==> src/rtl/dmem_arbiter_if.sv <==
// Request, response and memory-pin bundle shared by the two requesters, the arbiter and the data memory.
// valid/ready: a beat transfers on a rising edge where req_valid[i] & req_ready[i]; the requester
// holds valid and payload stable until then, or withdraws valid (legal, the request is dropped).
interface dmem_arbiter_if #(
    parameter int ADDR_W = 7,
    parameter int DATA_W = 32
);
    logic [1:0]        req_valid;
    logic [1:0]        req_we;
    logic [1:0]        req_last;
    logic [ADDR_W-1:0] req_addr0;
    logic [ADDR_W-1:0] req_addr1;
    logic [DATA_W-1:0] req_wdata0;
    logic [DATA_W-1:0] req_wdata1;
    logic [1:0]        req_ready;
    logic [1:0]        rsp_valid;
    logic [DATA_W-1:0] rsp_rdata;
    logic [ADDR_W-1:0] mem_addr;
    logic              mem_we;
    logic [DATA_W-1:0] mem_wd;
    logic [DATA_W-1:0] mem_rd;

    modport slave (
        input  req_valid, req_we, req_last, req_addr0, req_addr1, req_wdata0, req_wdata1, mem_rd,
        output req_ready, rsp_valid, rsp_rdata, mem_addr, mem_we, mem_wd
    );

    modport master (
        output req_valid, req_we, req_last, req_addr0, req_addr1, req_wdata0, req_wdata1, mem_rd,
        input  req_ready, rsp_valid, rsp_rdata, mem_addr, mem_we, mem_wd
    );
endinterface

==> src/rtl/dmem_arbiter.sv <==
// Round-robin arbiter sharing one single-port data memory between the core (port 0) and the
// host loader (port 1); grants are registered and bounded to MAX_BURST beats per ownership.
module dmem_arbiter #(
    parameter int ADDR_W    = 7,
    parameter int DATA_W    = 32,
    parameter int MAX_BURST = 4
) (
    input  logic          clk,
    input  logic          reset,
    dmem_arbiter_if.slave bus,
    output logic [1:0]    dbg_state,
    output logic          dbg_rr_ptr
);
    typedef enum logic [1:0] {
        IDLE = 2'd0,
        OWN0 = 2'd1,
        OWN1 = 2'd2
    } state_e;

    localparam int               CNT_W    = (MAX_BURST > 1) ? $clog2(MAX_BURST) : 1;
    localparam logic [CNT_W-1:0] LAST_CNT = CNT_W'(MAX_BURST - 1);

    state_e            state_q, state_d;
    logic              rr_ptr_q, rr_ptr_d;
    logic [CNT_W-1:0]  beat_cnt_q, beat_cnt_d;
    logic [ADDR_W-1:0] addr_q, addr_d;
    logic [DATA_W-1:0] wd_q, wd_d;
    logic [1:0]        rsp_valid_q, rsp_valid_d;
    logic [DATA_W-1:0] rsp_rdata_q, rsp_rdata_d;
    logic [1:0]        ready;
    logic              mem_we;
    logic              owner;
    logic              fire;
    logic              rel;

    assign owner = (state_q == OWN1);
    assign fire  = (state_q != IDLE) && bus.req_valid[owner];

    // Memory pins follow the owner's payload; outside ownership they hold the last driven value.
    always_comb begin
        addr_d = addr_q;
        wd_d   = wd_q;
        mem_we = 1'b0;
        if (state_q != IDLE) begin
            addr_d = owner ? bus.req_addr1  : bus.req_addr0;
            wd_d   = owner ? bus.req_wdata1 : bus.req_wdata0;
            mem_we = fire & bus.req_we[owner];
        end
    end

    always_comb begin
        state_d     = state_q;
        rr_ptr_d    = rr_ptr_q;
        beat_cnt_d  = beat_cnt_q;
        rsp_valid_d = 2'b00;
        rsp_rdata_d = rsp_rdata_q;
        ready       = 2'b00;
        rel         = 1'b0;
        case (state_q)
            IDLE: begin
                if (bus.req_valid == 2'b11) begin
                    state_d = rr_ptr_q ? OWN1 : OWN0;
                end else if (bus.req_valid[0]) begin
                    state_d = OWN0;
                end else if (bus.req_valid[1]) begin
                    state_d = OWN1;
                end
            end
            OWN0, OWN1: begin
                ready = owner ? 2'b10 : 2'b01;
                if (fire) begin
                    beat_cnt_d = beat_cnt_q + 1'b1;
                    if (!bus.req_we[owner]) begin
                        rsp_valid_d = ready;
                        rsp_rdata_d = bus.mem_rd;
                    end
                end
                // An idle owner cycle gives the memory up just like a last or full-count beat.
                rel = !fire || bus.req_last[owner] || (beat_cnt_q == LAST_CNT);
                if (rel) begin
                    rr_ptr_d   = !owner;
                    beat_cnt_d = '0;
                    if (bus.req_valid[!owner]) begin
                        state_d = owner ? OWN0 : OWN1;
                    end else if (fire) begin
                        state_d = state_q;
                    end else begin
                        state_d = IDLE;
                    end
                end
            end
            default: state_d = IDLE;
        endcase
    end

    always_ff @(posedge clk or negedge reset) begin
        if (!reset) begin
            state_q     <= IDLE;
            rr_ptr_q    <= 1'b0;
            beat_cnt_q  <= '0;
            addr_q      <= '0;
            wd_q        <= '0;
            rsp_valid_q <= 2'b00;
            rsp_rdata_q <= '0;
        end else begin
            state_q     <= state_d;
            rr_ptr_q    <= rr_ptr_d;
            beat_cnt_q  <= beat_cnt_d;
            addr_q      <= addr_d;
            wd_q        <= wd_d;
            rsp_valid_q <= rsp_valid_d;
            rsp_rdata_q <= rsp_rdata_d;
        end
    end

    assign bus.req_ready = ready;
    assign bus.rsp_valid = rsp_valid_q;
    assign bus.rsp_rdata = rsp_rdata_q;
    assign bus.mem_addr  = addr_d;
    assign bus.mem_we    = mem_we;
    assign bus.mem_wd    = wd_d;
    assign dbg_state     = state_q;
    assign dbg_rr_ptr    = rr_ptr_q;
endmodule
==> src/flat_wrapper.sv <==
// flat-port wrapper written by rule: the top's interface ports become plain ports
module dmem_arbiter_flat 
#(
    parameter int ADDR_W    = 7,
    parameter int DATA_W    = 32,
    parameter int MAX_BURST = 4
)
  (clk, reset, dbg_state, dbg_rr_ptr, bus_req_valid, bus_req_we, bus_req_last, bus_req_addr0, bus_req_addr1, bus_req_wdata0, bus_req_wdata1, bus_mem_rd, bus_req_ready, bus_rsp_valid, bus_rsp_rdata, bus_mem_addr, bus_mem_we, bus_mem_wd);
  dmem_arbiter_if #(.ADDR_W(ADDR_W), .DATA_W(DATA_W)) bus_i ();
  input  logic clk;
  input  logic reset;
  output logic [1:0] dbg_state;
  output logic dbg_rr_ptr;
  input wire logic [$bits(bus_i.req_valid)-1:0] bus_req_valid;
  input wire logic [$bits(bus_i.req_we)-1:0] bus_req_we;
  input wire logic [$bits(bus_i.req_last)-1:0] bus_req_last;
  input wire logic [$bits(bus_i.req_addr0)-1:0] bus_req_addr0;
  input wire logic [$bits(bus_i.req_addr1)-1:0] bus_req_addr1;
  input wire logic [$bits(bus_i.req_wdata0)-1:0] bus_req_wdata0;
  input wire logic [$bits(bus_i.req_wdata1)-1:0] bus_req_wdata1;
  input wire logic [$bits(bus_i.mem_rd)-1:0] bus_mem_rd;
  output wire logic [$bits(bus_i.req_ready)-1:0] bus_req_ready;
  output wire logic [$bits(bus_i.rsp_valid)-1:0] bus_rsp_valid;
  output wire logic [$bits(bus_i.rsp_rdata)-1:0] bus_rsp_rdata;
  output wire logic [$bits(bus_i.mem_addr)-1:0] bus_mem_addr;
  output wire logic [$bits(bus_i.mem_we)-1:0] bus_mem_we;
  output wire logic [$bits(bus_i.mem_wd)-1:0] bus_mem_wd;
  assign bus_i.req_valid = bus_req_valid;
  assign bus_i.req_we = bus_req_we;
  assign bus_i.req_last = bus_req_last;
  assign bus_i.req_addr0 = bus_req_addr0;
  assign bus_i.req_addr1 = bus_req_addr1;
  assign bus_i.req_wdata0 = bus_req_wdata0;
  assign bus_i.req_wdata1 = bus_req_wdata1;
  assign bus_i.mem_rd = bus_mem_rd;
  assign bus_req_ready = bus_i.req_ready;
  assign bus_rsp_valid = bus_i.rsp_valid;
  assign bus_rsp_rdata = bus_i.rsp_rdata;
  assign bus_mem_addr = bus_i.mem_addr;
  assign bus_mem_we = bus_i.mem_we;
  assign bus_mem_wd = bus_i.mem_wd;
  dmem_arbiter #(.ADDR_W(ADDR_W), .DATA_W(DATA_W), .MAX_BURST(MAX_BURST)) u_core (.clk(clk), .reset(reset), .bus(bus_i), .dbg_state(dbg_state), .dbg_rr_ptr(dbg_rr_ptr));
endmodule
==> config.mk <==
export PLATFORM = sky130hd
export DESIGN_NAME = dmem_arbiter_flat
export DESIGN_NICKNAME = d
export VERILOG_FILES = /design/src/rtl/dmem_arbiter_if.sv /design/src/rtl/dmem_arbiter.sv /design/src/flat_wrapper.sv
export SDC_FILE = /design/constraint.sdc
export NUM_CORES = 1
export LEC_CHECK = 0
export ABC_CLOCK_PERIOD_IN_PS = 2300
export CAP_MARGIN = 10
export CORE_MARGIN = 1.5
export CORE_UTILIZATION = 36
export CTS_BUF_LIST = sky130_fd_sc_hd__clkbuf_2
export CTS_CLUSTER_DIAMETER = 100
export DETAILED_ROUTE_END_ITERATION = 16
export PLACE_DENSITY = 0.87
export SLEW_MARGIN = 0
export SYNTH_ARGS = -nofsm -noshare
export SYNTH_HDL_FRONTEND = slang
export SYNTH_SLANG_ARGS = --single-unit
==> constraint.sdc <==
create_clock -name clk -period 2.3 [get_ports clk]
set_clock_uncertainty 0.2 [all_clocks]
set_input_delay 0.23 -clock clk [delete_from_list [all_inputs] [get_ports clk]]
set_output_delay 0.23 -clock clk [all_outputs]
set_load 0.01 [all_outputs]
==> metrics.md, run 1 <==
| Metric | Value |
|---|---|
| Status | complete, but fails checks |
| Failing checks | negative setup slack |
| DIE HEIGHT | 103 um |
| # rows | 36 |
| DR WL/cell | 15.3 um |
| Total wire length | 10.3 mm |
| Core area | 9730 um^2 |
| Startpoint class of the critical path | register |
| Die Span X | 103 um |
| Sequential area share after synthesis | 54.2% |
| Reg clk slew, reported paths | 200 ps |
| Total gr overflow | 0 |
| Vias in the first global route | 3130 |
| Core Util, Final | 65.4% |
| Most frequent cells after synthesis | 78 x dfrtp_1, 44 x mux2i_1, 41 x nand2_1, 41 x o21ai_0, 29 x mux2_4 |
| Leak pwr | 2.84 nW |
| Fin crit share | 107% |
| Via density | 4.65 |
| Pre-CTS setup slack | -60.8 ps |
| Worst EP required | 2480 ps |
| Hold Crit Depth | 2 |
| Worst slew pin tran | 359 ps |
| Post-route ant nets | 0 |
| DP Cell Count | 615 |
| Worst VDD drop | 0.000660 V |
| # IOs | 197 |
| CTS tree | yes |
| Clock Sinks | 78 |
| Yosys top cell area share | 54.2% |
| Root buf cell | clkbuf_2 |
| Via Count | 3142 |
| Pwr per Cell Area | 1330 nW/um^2 |
| Area Growth Syn to Fin | 76.6% |
| Initial Utilization | 37.0% |
| Die Area | 10600 um^2 |
| #FFs+latches synth | 78 |
| TritonCTS Buffers | 9 |
| Minimum setup slack among reg-to-reg paths | -170 ps |
| Relative max-transition margin | 75.8% |
| Top post-synthesis cells by area | dfrtp_1 54%, mux2i_1 12%, mux2_4 12% |
| FILL cells | 766 |
| Worst hold path endpoint | u_core.bus.rsp_rdata[26] |
| H-tree levels | 3 |
| Hold WC Path Type | in2reg |
| 1st-iter DRT viols | 42 |
| Ys async rst share | 100% |
| Max cap viols | 0 |
| Gr usage total | 18.7% |
| Count of different cell masters after synthesis | 29 |
| Max Slew Vio Count | 0 |
| DRC violations left | 0 |
| Longest Clk Path Bufs | 2 |
| # port buffers | 196 |
| Synth Cell Area | 3600 um^2 |
| Placement Cell Area | 5820 um^2 |
| WP data arrival | 2650 ps |
| Non-filler cells, final | 676 |
| Pre-Repair DR Iteration Count | 4 |
| Worst Setup End Kind | register |
| HP Start | bus_mem_rd[26] |
| Max FO, Critical Path | 8 |
| Detail Placement HPWL | 7.04 mm |
| Syn avg cell area | 12.6 um^2 |
| Initial antenna violation count | 0 |
| Reg-to-reg endpoint | u_core.bus.rsp_rdata[11] |
| Final hold violation count | 0 |
| Largest net degree at the start of global routing | 41 |
| Final Cell Area | 6360 um^2 |
| CP Launch Point | u_core.dbg_state[0] |
| First-pass GRT wire length | 15.1 mm |
| Yosys Warn Count | 0 |
| Later-pin clock latency in the skew report | 500 ps |
| Nets | 662 |
| Unrepaired setup endpoints after global routing | true |
| Setup ws final | -168 ps |
| Diodes inserted | 0 |
| Worst r2r src | u_core.dbg_state[0] |
| Post-synth top area cell | dfrtp_1 |
| Tmin final | 2470 ps |
| Count leader, synth | dfrtp_1 |
| Share of layout cells above drive strength 1 | 30.9% |
| Worst R2R Path Depth | 9 |
| Achievable clock frequency | 405 MHz |
| Post-synthesis cell count | 286 |
| Post-synth EDFFs | 0 |
| Synth Flop Type | dfrtp_1 |
| Worst Path Class, Setup | reg2reg |
| TNS Setup | -7730 ps |
| Syn_nets | 410 |
| Final GP Congestion | 0.788 |
| Setup violators final | 71 |
cells in the final DEF (no fill, tap or decap), types with 2 or more instances in the layout:
cell type and instances:
mux2i_4 4, buf_6 17, clkinv_2 5, ha_1 3, dfrtp_1 78, dlygate4sd3_1 3
mux2_4 32, o21ai_2 3, ha_4 3, buf_12 9, o21ai_1 36, mux2i_1 38
nand2b_1 3, buf_4 31, clkdlybuf4s50_1 153, mux2i_2 2, nand2_1 41, inv_1 3
clkbuf_2 10, dlygate4sd2_1 2, buf_16 3, buf_2 39, o21ai_0 2
cell families after synthesis:
family / synth area share, %
AO/OA/AOI/OAI: 7.54
adder cells (fa/ha/maj): 2.08
buffers and inverters: 3.99
flip-flops: 54.2
multiplexers: 25.6
AND/OR/NAND/NOR: 6.63
where the power goes:
group | total, mW | switching [mW] | internal, mW
registers | 2.34 | 0.299 | 2.04
logic | 5.51 | 2.36 | 3.16
clock network | 0.593 | 0.458 | 0.135
worst max-delay path by stage:
stage                                           to  cells past startpoint
after CTS                           bus_mem_wd[23]                      6
after global placement    u_core.bus.rsp_rdata[20]                      6
after floorplan            u_core.bus.rsp_rdata[0]                      7
after global routing               bus_mem_addr[1]                      7
final                     u_core.bus.rsp_rdata[11]                      9
after detailed placement             bus_mem_wd[4]                      6
metal layers:
metal,vias to the layer above,global-route usage [%],wire length [um]
met5,-,0,0
met3,15,4.34,733
met1,1488,22.0,4180
met2,141,32.9,5270
li1,1498,-,-
met4,0,7.48,145
flip-flops by register name, indices dropped and copies added, names as in the netlist:
register	count
u_core.wd_q	32
u_core.dbg_rr_ptr	1
u_core.dbg_state	2
u_core.addr_q	7
u_core.bus.rsp_valid	2
u_core.bus.rsp_rdata	32
u_core.beat_cnt_q	2
cell type report:
type	instances	area [um^2]	area share [%]
Clock buffer	10	50.0	0.787
Clock inverter	6	28.8	0.452
Timing Repair Buffer	259	2490	39.1
Inverter	4	17.5	0.275
Multi-Input combinational cell	186	1660	26.1
Tap cell	133	166	2.62
Sequential cell	78	1950	30.7
what timing repair did:
item                       in CTS  in global routing
hold endpoints to repair       79                  0
gates cloned                    4                  0
setup endpoints to repair      53                 75
resized for setup             207                 50
pin swaps                      10                 17
buffers inserted               16                 23
hold buffers                    4                  0
through the flow:
stage / hold slack (ps) / power [mW]
5_1_grt: 56.9 / 9.01
4_1_cts: 69.2 / 8.01
3_5_place_dp: 39.5 / 7.15
2_1_floorplan: -266 / 4.66
6_report: 127 / 8.45
3_3_place_gp: 40.5 / 7.00
worst max-delay path: stages, from the launching register on:
cell,delay (ps)
dfrtp_1,440
inv_4,70
buf_6,120
ha_4,170
mux2i_4,190
or3b_4,410
nor2b_4,140
buf_12,150
buf_12,140
mux2_4,300
No activity file was read; power rests on OpenSTA's default activity.
==> run 2: changes to the inputs <==
--- a/config.mk
+++ b/config.mk
@@ -5,14 +5,14 @@
 export SDC_FILE = /design/constraint.sdc
 export NUM_CORES = 1
 export LEC_CHECK = 0
-export ABC_CLOCK_PERIOD_IN_PS = 2300
+export ABC_CLOCK_PERIOD_IN_PS = 2600
 export CAP_MARGIN = 10
 export CORE_MARGIN = 1.5
-export CORE_UTILIZATION = 36
+export CORE_UTILIZATION = 40
 export CTS_BUF_LIST = sky130_fd_sc_hd__clkbuf_2
 export CTS_CLUSTER_DIAMETER = 100
 export DETAILED_ROUTE_END_ITERATION = 16
-export PLACE_DENSITY = 0.87
+export PLACE_DENSITY = 0.91
 export SLEW_MARGIN = 0
 export SYNTH_ARGS = -nofsm -noshare
 export SYNTH_HDL_FRONTEND = slang
==> constraint.sdc (replaced) <==
create_clock -name clk -period 2.6 [get_ports clk]
set_clock_uncertainty 0.2 [all_clocks]
set_input_delay 0.26 -clock clk [delete_from_list [all_inputs] [get_ports clk]]
set_output_delay 0.26 -clock clk [all_outputs]
set_load 0.01 [all_outputs]
==> metrics.md, run 2 (synthesized netlist as in run 1, its figures left out) <==
| Metric | Value |
|---|---|
| Most frequent cells in the layout | 155 x clkdlybuf4s50_1, 77 x dfrtp_1, 44 x clkbuf_2 |
| Die Area | 9580 um^2 |
| Worst slew pin tran | 957 ps |
| TritonCTS Buffers | 9 |
| CP peak stage delay | 490 ps |
| Total wire length | 9.69 mm |
| Area Growth Syn to Fin | 64.8% |
| Max cap viols | 0 |
| Detail Placement HPWL | 6.86 mm |
| H-tree levels | 3 |
| Share of layout cells above drive strength 1 | 24.6% |
| Via density | 4.85 |
| FILL cells | 672 |
| DRC violations left | 0 |
| Worst path bufs/invs | 3 |
| Pre-CTS setup slack | 17.7 ps |
| Achievable clock frequency | 401 MHz |
| Commonest non-fill, non-tap cell in the layout | clkdlybuf4s50_1 |
| Diodes inserted | 0 |
| DP Cell Count | 581 |
| Final GP Congestion | 0.801 |
| Core Util, Final | 68.1% |
| Startpoint class of the critical path | register |
| First-pass GRT wire length | 15.3 mm |
| Hold WC Path Type | in2reg |
| # rows | 34 |
| Largest net degree at the start of global routing | 79 |
| Reg clk slew, reported paths | 190 ps |
| Vias in the first global route | 3113 |
| Gr usage total | 19.9% |
| Pre-Repair DR Iteration Count | 4 |
| Fin crit share | 95.9% |
| Worst Setup End Kind | output port |
| Worst EP required | 2140 ps |
| Later-pin clock latency in the skew report | 470 ps |
| # IOs | 197 |
| Slowest stage cell, crit path | dfrtp_2 |
| Max FO, Critical Path | 7 |
| Relative max-transition margin | 36.2% |
| Worst Path Class, Setup | reg2out |
| Worst path top cell family by delay | buffers and inverters |
| Core area | 8720 um^2 |
| Status | finished, final reports clean |
| Top cell by count, worst path | buf_4 |
| Via Count | 2992 |
| CP Launch Point | u_core.dbg_state[1] |
| HP Start | bus_req_we[0] |
| Worst-path cell chain | ha_4, buf_4, buf_4, mux2i_1, nor3_1, clkdlybuf4s15_1 |
| Longest Clk Path Bufs | 2 |
| Pwr per Cell Area | 1190 nW/um^2 |
| Post-route ant nets | 0 |
| Non-filler cells, final | 617 |
| Die Span X | 97.9 um |
| Total gr overflow | 0 |
| Max Slew Vio Count | 0 |
| Clock Sinks | 78 |
| Final hold slack | 161 ps |
| Initial antenna violation count | 0 |
| Initial Utilization | 41.3% |
| DR WL/cell | 15.7 um |
| Worst r2r src | u_core.dbg_state[1] |
| WP data arrival | 2030 ps |
| Worst VDD drop | 0.000551 V |
| DIE HEIGHT | 97.9 um |
| CTS tree | yes |
| 1st-iter DRT viols | 53 |
| Nets | 628 |
| Root buf cell | clkbuf_2 |
| Setup violators final | 0 |
| Final hold violation count | 0 |
| # port buffers | 196 |
| Leak pwr | 2.64 nW |
| Placement Cell Area | 5720 um^2 |
| Setup ws final | 106 ps |
| Final Cell Area | 5940 um^2 |
| Tmin final | 2490 ps |
[run 2: stage by stage]
stage	power (mW)	setup TNS, ps
6_report	7.05	0
5_1_grt	7.53	-6.87
4_1_cts	6.87	-79.7
3_5_place_dp	6.30	0
3_3_place_gp	6.16	0
2_1_floorplan	4.12	0
[run 2: power breakdown]
group	switching, mW	total (mW)	internal, mW
combinational	1.92	4.28	2.36
sequential	0.262	2.07	1.81
clock	0.388	0.701	0.312
total	2.57	7.05	4.48
[run 2: path summary, 6_finish.rpt]
| path | depth (start not counted) | slack, ps | endpoint |
|---|---|---|---|
| setup / recovery | 6 | 110 | bus_mem_we |
| hold / removal | 2 | 160 | u_core.bus.rsp_valid[0] |
| setup reg to reg | 7 | 110 | u_core.bus.rsp_rdata[25] |
| hold reg to reg | 2 | 320 | u_core.wd_q[13] |
| max in group asynchronous | 2 | 1270 | u_core.dbg_state[1] |
| min in group asynchronous | 2 | 230 | u_core.bus.rsp_rdata[23] |
[run 2: cell type report]
class	count	area (um^2)	share of cell area, %
clock buffers	10	50.0	0.843
clock inverters	6	76.3	1.29
inverters	4	15.0	0.253
multi-input cells	186	1560	26.2
flip-flops and latches	78	1950	32.9
well taps	108	135	2.28
repair buffers	225	2150	36.3
[run 2: what timing repair did]
action,CTS,global route
hold buffers,1,0
endpoints found under the setup margin,41,40
gates cloned,0,4
endpoints found under the hold margin,78,0
buffers inserted,8,7
resized for setup,59,110
pin swaps,2,1
[run 2: worst register-to-register path: stages, from the launching register on]
cell,delay [ps]
dfrtp_2,490
buf_4,150
ha_1,210
mux2i_2,190
or3b_4,420
nor2b_4,200
buf_12,210
mux2_4,320
[run 2: layer usage]
metal / part of all wire (%) / wire length (um) / vias up / global-route usage (%)
li1: - / - / 1436 / -
met4: 1.2 / 115 / 0 / 6.48
met1: 42 / 4040 / 1421 / 25.2
met3: 7.1 / 692 / 10 / 4.65
met5: 0 / 0 / - / 0
met2: 50 / 4840 / 125 / 33.8
==> run 3: changes to the inputs <==
--- a/config.mk
+++ b/config.mk
@@ -8,11 +8,11 @@
 export ABC_CLOCK_PERIOD_IN_PS = 2600
 export CAP_MARGIN = 10
 export CORE_MARGIN = 1.5
-export CORE_UTILIZATION = 40
-export CTS_BUF_LIST = sky130_fd_sc_hd__clkbuf_2
+export CORE_UTILIZATION = 39
+export CTS_BUF_LIST = sky130_fd_sc_hd__clkbuf_16
 export CTS_CLUSTER_DIAMETER = 100
 export DETAILED_ROUTE_END_ITERATION = 16
-export PLACE_DENSITY = 0.91
+export PLACE_DENSITY = 0.9
 export SLEW_MARGIN = 0
 export SYNTH_ARGS = -nofsm -noshare
 export SYNTH_HDL_FRONTEND = slang
==> metrics.md, run 3 (synthesized netlist as in run 1, its figures left out) <==
| Metric | Value |
|---|---|
| Status | finished, final reports clean |
| 1st-iter DRT viols | 76 |
| # IOs | 197 |
| Tmin final | 2520 ps |
| Setup violators final | 0 |
| # port buffers | 196 |
| Root buf cell | clkbuf_16 |
| Worst EP required | 2610 ps |
| Longest Clk Path Bufs | 2 |
| Clock Sinks | 78 |
| Achievable clock frequency | 398 MHz |
| Worst path top cell family by delay | simple AND/OR/NAND/NOR gates |
| DP Cell Count | 578 |
| Vias in the first global route | 3200 |
| Placement Cell Area | 5690 um^2 |
| Max Slew Vio Count | 0 |
| CP peak stage delay | 440 ps |
| Die Span X | 99.1 um |
| Final Cell Area | 6020 um^2 |
| Final GP Congestion | 0.782 |
| Max cap viols | 0 |
| Commonest non-fill, non-tap cell in the layout | clkdlybuf4s50_1 |
| Hold WC Path Type | reg2reg |
| DR WL/cell | 16.3 um |
| Most frequent cells in the layout | 155 x clkdlybuf4s50_1, 77 x dfrtp_1, 43 x mux2i_1 |
| Fin crit share | 96.7% |
| Total gr overflow | 0 |
| Die Area | 9820 um^2 |
| Gr usage total | 20.0% |
| Worst path bufs/invs | 2 |
| Leak pwr | 2.65 nW |
| Startpoint class of the critical path | register |
| WP data arrival | 2520 ps |
| Worst-path cell chain | inv_2, ha_2, mux2i_1, or3b_4, nor2b_4, buf_12, mux2_4 |
| Worst VDD drop | 0.000546 V |
| Worst slew pin tran | 969 ps |
| Detail Placement HPWL | 7.04 mm |
| Post-route ant nets | 0 |
| Non-filler cells, final | 597 |
| Nets | 608 |
| Core Util, Final | 68.0% |
| Post-CTS setup buffer count | 0 |
| Via density | 4.95 |
| Initial Utilization | 40.7% |
| Largest net degree at the start of global routing | 79 |
| Pwr per Cell Area | 1200 nW/um^2 |
| Unrepaired setup endpoints after global routing | false |
| Total wire length | 9.72 mm |
| Initial antenna violation count | 0 |
| Worst Path Class, Setup | reg2reg |
| Reg clk slew, reported paths | 60 ps |
| Via Count | 2956 |
| Relative max-transition margin | 35.4% |
| # rows | 34 |
| Core area | 8850 um^2 |
| CTS tree | yes |
| Worst Setup End Kind | register |
| Pwr Total | 7.22 mW |
| Area Growth Syn to Fin | 67.1% |
| Slowest stage cell, crit path | or3b_4 |
| Diodes inserted | 0 |
| Pre-Repair DR Iteration Count | 6 |
| H-tree levels | 3 |
| Share of layout cells above drive strength 1 | 13.7% |
| TritonCTS Buffers | 9 |
| DRC violations left | 0 |
| Final hold violation count | 0 |
| TNS Setup | 0 ps |
| DIE HEIGHT | 99.1 um |
| First-pass GRT wire length | 15.5 mm |
| Max FO, Critical Path | 18 |
| Later-pin clock latency in the skew report | 320 ps |
## run 3: cell types whose count changed in the layout (fill, tap and decap cells not counted), moves of 3 or more
cell / before / now
clkinvlp_4: 0 / 4
o21ai_1: 27 / 11
buf_4: 16 / 2
dlygate4sd2_1: 2 / 37
o21ai_0: 12 / 30
mux2i_2: 3 / 0
clkbuf_2: 44 / 1
clkbuf_16: 4 / 9
## run 3: metal layers
layer	GRT usage, %	wire length [um]	vias up
met5	0	0	-
met4	4.33	96	0
met3	5.97	732	8
met2	36.1	4910	134
met1	23.7	3990	1422
li1	-	-	1392
## run 3: tightest hold or removal path: cells and delay by family, from the launching register on
family	cells	cell delay, ps
compound gates	1	80
simple gates	1	40
flops	1	320
## run 3: worst paths after layout
path / endpoint / cells after the start / from / slack, ps
worst max-delay path: u_core.bus.rsp_rdata[28] / 7 / u_core.dbg_state[0] / 80
worst min-delay path: u_core.addr_q[5] / 2 / u_core.addr_q[5] / 290
worst max register to register: u_core.bus.rsp_rdata[28] / 7 / u_core.dbg_state[0] / 80
worst min register to register: u_core.addr_q[5] / 2 / u_core.addr_q[5] / 290
max in group asynchronous: u_core.dbg_state[1] / 2 / reset / 1090
min in group asynchronous: u_core.bus.rsp_rdata[31] / 2 / reset / 440
## run 3: timing repair
item,in CTS,in global routing
resized for setup,55,5
cloned,2,0
setup endpoints to repair,40,27
hold buffers,1,0
hold endpoints to repair,78,0
## run 3: metrics by stage
| step | hold slack [ps] | setup slack [ps] |
|---|---|---|
| 2_1_floorplan | -236 | 251 |
| 3_3_place_gp | 269 | 67.5 |
| 3_5_place_dp | 283 | 19.4 |
| 4_1_cts | 294 | 23.2 |
| 5_1_grt | 315 | 1.11 |
| 6_report | 290 | 84.9 |
## run 3: area by class of cell
cell class                      instances  area (um^2)
Inverter                                4         15.0
Fill cell                             676         2830
Multi-Input combinational cell        186         1550
Clock inverter                          7         42.5
Clock buffer                            9          225
Tap cell                              108          135
Timing Repair Buffer                  205         2100
Sequential cell                        78         1950
## run 3: power by group
part	total [mW]	leakage [nW]	switching (mW)	internal, mW
logic	4.03	1.58	1.79	2.24
registers	2.09	0.947	0.270	1.82
clock network	1.10	0.122	0.466	0.636
